==> src/rtl/imem_fetch_queue.sv <==
// Prefetching instruction fetch unit: sequential imem requests buffered as {pc, inst} in a FIFO.
// Optional FETCH_MISALIGN_TRAP_EN: misaligned redirects halt fetch and raise fetch_misaligned.
module imem_fetch_queue #(
  parameter logic [31:0] RESET_PC = 32'h0000_0000,
  parameter int unsigned DEPTH    = 4
) (
  input  logic                     clk,
  input  logic                     res_n,
  output logic                     imem_req,
  output logic [31:0]              imem_addr,
  input  logic [31:0]              imem_data,
  output logic                     inst_valid,
  input  logic                     inst_ready,
  output logic [31:0]              inst_data,
  output logic [31:0]              inst_pc,
  input  logic                     redirect_valid,
  input  logic [31:0]              redirect_pc,
`ifdef FETCH_MISALIGN_TRAP_EN
  output logic                     fetch_misaligned,
`endif
  output logic [$clog2(DEPTH):0]   fifo_count
);

  localparam int unsigned PW = $clog2(DEPTH);
  localparam int unsigned CW = PW + 1;

  localparam logic [1:0] BOOT  = 2'd0;
  localparam logic [1:0] FETCH = 2'd1;
  localparam logic [1:0] HALT  = 2'd2;

  logic [1:0]    state_q;
  logic [31:0]   pc_q;
  logic [PW-1:0] rptr_q;
  logic [PW-1:0] wptr_q;
  logic [CW-1:0] count_q;
  logic [31:0]   mem_data_q [DEPTH];
  logic [31:0]   mem_pc_q   [DEPTH];

  logic          pop;
  logic [31:0]   redirect_target;

`ifdef FETCH_MISALIGN_TRAP_EN
  logic          misaligned_q;
  logic          redirect_misaligned;
  assign redirect_misaligned = (redirect_pc[1:0] != 2'b00);
  assign redirect_target     = redirect_pc;
  assign fetch_misaligned    = misaligned_q;
`else
  assign redirect_target     = {redirect_pc[31:2], 2'b00};
`endif

  // Request decision uses the registered count, so a full queue never pushes even when popping.
  always_comb begin
    imem_req   = (state_q == FETCH) && (count_q < CW'(DEPTH)) && !redirect_valid;
    imem_addr  = pc_q;
    inst_valid = (count_q != '0);
    inst_data  = mem_data_q[rptr_q];
    inst_pc    = mem_pc_q[rptr_q];
    fifo_count = count_q;
    pop        = inst_valid && inst_ready && !redirect_valid;
  end

  always_ff @(posedge clk or negedge res_n) begin
    if (!res_n) begin
      state_q <= BOOT;
      pc_q    <= RESET_PC;
      rptr_q  <= '0;
      wptr_q  <= '0;
      count_q <= '0;
`ifdef FETCH_MISALIGN_TRAP_EN
      misaligned_q <= 1'b0;
`endif
      for (int i = 0; i < int'(DEPTH); i++) begin
        mem_data_q[i] <= '0;
        mem_pc_q[i]   <= '0;
      end
    end else if (redirect_valid) begin
      pc_q    <= redirect_target;
      rptr_q  <= '0;
      wptr_q  <= '0;
      count_q <= '0;
`ifdef FETCH_MISALIGN_TRAP_EN
      state_q      <= redirect_misaligned ? HALT : FETCH;
      misaligned_q <= redirect_misaligned;
`else
      state_q <= FETCH;
`endif
    end else begin
      if (state_q == BOOT) begin
        state_q <= FETCH;
      end
      if (imem_req) begin
        mem_data_q[wptr_q] <= imem_data;
        mem_pc_q[wptr_q]   <= pc_q;
        wptr_q             <= wptr_q + PW'(1);
        pc_q               <= pc_q + 32'd4;
      end
      if (pop) begin
        rptr_q <= rptr_q + PW'(1);
      end
      unique case ({imem_req, pop})
        2'b10:   count_q <= count_q + CW'(1);
        2'b01:   count_q <= count_q - CW'(1);
        default: count_q <= count_q;
      endcase
    end
  end

endmodule

==> config.mk <==
export PLATFORM = sky130hd
export DESIGN_NAME = imem_fetch_queue
export DESIGN_NICKNAME = d
export VERILOG_FILES = /design/src/rtl/imem_fetch_queue.sv
export SDC_FILE = /design/constraint.sdc
export NUM_CORES = 1
export LEC_CHECK = 0
export BUFFER_PORTS_ARGS = -buffer_cell sky130_fd_sc_hd__buf_2
export CAP_MARGIN = 20
export CORE_UTILIZATION = 52
export DETAILED_ROUTE_END_ITERATION = 7
export MAX_ROUTING_LAYER = met4
export PLACE_DENSITY = 0.76
export SLEW_MARGIN = 40
export SYNTH_ARGS = -nofsm -noshare
export SYNTH_HDL_FRONTEND = slang
export SYNTH_SLANG_ARGS = --single-unit
==> constraint.sdc <==
create_clock -name clk -period 2.1 [get_ports clk]
set_clock_uncertainty 0.1 [all_clocks]
set_input_delay 0.315 -clock clk [delete_from_list [all_inputs] [get_ports clk]]
set_output_delay 0.315 -clock clk [all_outputs]
set_load 0.01 [all_outputs]
==> metrics <==
status complete, but fails checks; failing checks setup timing; slew margin rel. 61.1%; core box area ~24,000 um^2; Fill cells about 1,600; drt drc 0; antenna violation net count after detailed routing 0; IR drop worst, VDD just over 900 uV; GRT overflow 0; CP Cell Sequence buf_12 > clkbuf_16 > mux4_2 > buf_6; H-tree levels 1; vias in the first global route between 8,000 and 9,000; Worst Setup Start Kind register; Worst path slowest cell mux4_2; CTS Buffer Depth 3; HPWL Detailed ~19 mm; TritonCTS buffer count 30; Placed Instances approximately 1,400; Reg power frac 39.4%; synth top area cells dfrtp_1 55%, mux2_2 22%, mux4_2 11%, buf_2 1.5%, o31ai_1 0.87%; Die W around 160 um; DR pass1 iterations 5; Worst Setup End Kind output pin; fin cells ~1,500; setup ws final -0.306 ns; period utilisation layout 115%; Clock transition at path regs ~0.06 ns; Max Cap Violations 0; Root Buffer clkbuf_16; DR iter-0 viols between 600 and 700; Cell variety after synth 45; area grow syn2layout 28.0%; largest net degree at the start of global routing a little over 70; FF+latch count, synth 286; sequential area share after synthesis between 50% and 60%; WL final 30.7 mm; Final Hold Fails 0; DIE AREA around 26,000 um^2; WL/cell a little over 20 um; initial core utilization between 50% and 60%; RSZ-0062 raised after global routing true; Worst Path Max Fanout 7; TNS Setup -15.65 ns; sw frac 29.2%; DIE HEIGHT between 150 and 200 um; Setup Viol. Count Final 62; DR vias about 8,500; via density per instance approximately 5.7; Clk Latency, worst-skew pair ~0.54 ns; Comb power frac 37.3%; io pins about 170; crit path time final ~2.4 ns; CP Class register to output pin; crit-path max cell delay between 0.5 and 0.6 ns; gpl congestion approximately 0.80; Worst Path Arrival slightly below 2 ns; Leak roughly 0.0073 uW; area leader, netlist dfrtp_1; Slew @ Worst Pin 0.583 ns; Clock Sinks 286; first-pass GRT wire length 48.8 mm; worst hold path class input port to register; Layout Nets 1,208; number of port buffers about 160; Req. time, crit path about 1.7 ns; Fmax 416 MHz; fraction of layout cells with a size suffix above 1 between 50% and 60%; worst slack at placement approximately 0.0024 ns; synth warn 0; initial antenna violation count 1; Syn Area/Cell 14.8 um^2; CTS tree done; Pint 16,200 uW; total track usage between 20% and 30%; Sw Pwr 6680 uW; clock network power share a little under a quarter; PwrDens 1380 nW/um^2; Slew Limit Fails 0; cell area after synthesis between 10,000 and 15,000 um^2; Post-Syn Instances 875; row count 57; top cell type's share of synthesized area between 50% and 60%
## routing by layer
metal  global-route usage (%)  routed length (um)  up-vias
met5                        -                   0        -
met4                     5.76                 637        0
met3                     4.52                1650       47
met2                     41.3               15500      257
met1                     32.3               12900     4426
li1                         -                   -     3767
## area by class of cell
| cell class | instances | area [um^2] | share of cell area (%) |
|---|---|---|---|
| clock buffer | 46 | 942 | 5.67 |
| timing repair buffer | 295 | 2480 | 14.9 |
| sequential | 286 | 7160 | 43.1 |
| inverter | 7 | 26.3 | 0.158 |
| multi-input combinational | 514 | 5510 | 33.1 |
| clock inverter | 10 | 85.1 | 0.512 |
| tap | 324 | 405 | 2.44 |
| antenna | 1 | 2.50 | 0.0151 |
## cells in the final DEF, fill, tap and decap left out, types with 7 or more instances in the layout
cell type,n
dfrtp_1,283
mux2_2,249
buf_2,132
dlygate4sd3_1,63
mux4_2,62
buf_4,46
clkbuf_16,33
buf_6,29
nor2_1,28
nand2_1,27
buf_12,19
a31oi_1,16
o31ai_1,14
or4_1,14
nand3_1,12
o21ai_0,11
clkbuf_8,11
xnor2_1,10
nand4_1,10
inv_1,7
and3_1,7
## metrics by stage
| step | power [uW] | utilization (%) | hold WS, ns | cell area [um^2] |
|---|---|---|---|---|
| finish | 22900 | 68.1 | 0.160 | 16600 |
| global route | 24100 | 68.1 | 0.168 | 16600 |
| CTS | 22500 | 67.2 | 0.146 | 16400 |
| detailed placement | 16600 | 59.8 | 0.231 | 14600 |
| global placement | 16300 | 59.8 | 0.230 | 14600 |
| floorplan | 13900 | - | -0.0806 | 13000 |
## synthesized netlist by cell type, drive strengths merged
cell type  instances
and2               6
o21ai             11
nand3             12
a311o              1
a21oi              1
xor2               4
mux4              62
nand2b             1
a31o               1
fa                 1
or3                2
buf               46
nor2              28
o311ai             1
mux2i              2
and4               1
clkbuf            25
xnor2             10
a221oi             1
nand4             13
nor3               5
dfrtp            286
nand2             27
conb               2
inv                7
or4b               1
or4               14
mux2             249
and4b              1
a21o               1
and3              12
nor4               3
nor2b              1
ha                 5
o31ai             15
a211o              1
a31oi             16
## registers in the layout, indices dropped and copies added, names as in the netlist
signal and cells:
mem_data_q 128, imem_addr 30, wptr_q 2, mem_pc_q 120, fifo_count 3, rptr_q 2, state_q 1
## final timing paths
kind	startpoint	to	slack, ns	cells past startpoint
min	inst_ready	rptr_q[1]	0.16	4
min reg2reg	mem_data_q[23]	mem_data_q[23]	0.40	1
max in group asynchronous	res_n	mem_pc_q[11]	0.95	3
max	rptr_q[0]	inst_data[10]	-0.31	4
max reg2reg	imem_addr[3]	imem_addr[28]	0.01	5
min in group asynchronous	res_n	mem_data_q[99]	0.23	2
## what timing repair did
item,4_1_cts,5_1_grt
endpoints found under the setup margin,68,80
gates resized for setup,15,27
hold buffers,63,0
setup buffers,1,6
cloned,1,2
pin swaps,0,2
hold endpoints to repair,219,0
## power groups by stage
stage	clock network, uW	logic, uW	registers [uW]
3_3_place_gp	0	7340	8920
5_1_grt	5660	9100	9330
2_1_floorplan	0	5210	8690
3_5_place_dp	0	7540	9060
6_report	5330	8540	9020
4_1_cts	5450	8010	9010
## cell families (layout without fill, tap and decap cells)
| logic type | count (synthesis) | after routing | share of synthesized area [%] |
|---|---|---|---|
| adders and majority gates | 6 | 6 | 0.636 |
| DFF | 286 | 286 | 55.2 |
| other | 2 | 6 | 0.0579 |
| AOI/OAI and AO/OA | 49 | 49 | 2.51 |
| and+or+nand+nor | 127 | 127 | 5.34 |
| buffers and inverters | 78 | 358 | 2.83 |
| muxes | 313 | 313 | 32.5 |
| xor gates and xnor gates | 14 | 14 | 0.945 |
## critical path: cells and delay by family (launching register included)
family                 cells  cell delay, ns
buffers and inverters      3            0.45
muxes                      1            0.53
DFF                        1            0.46
Power figures use the tool's default switching activity.
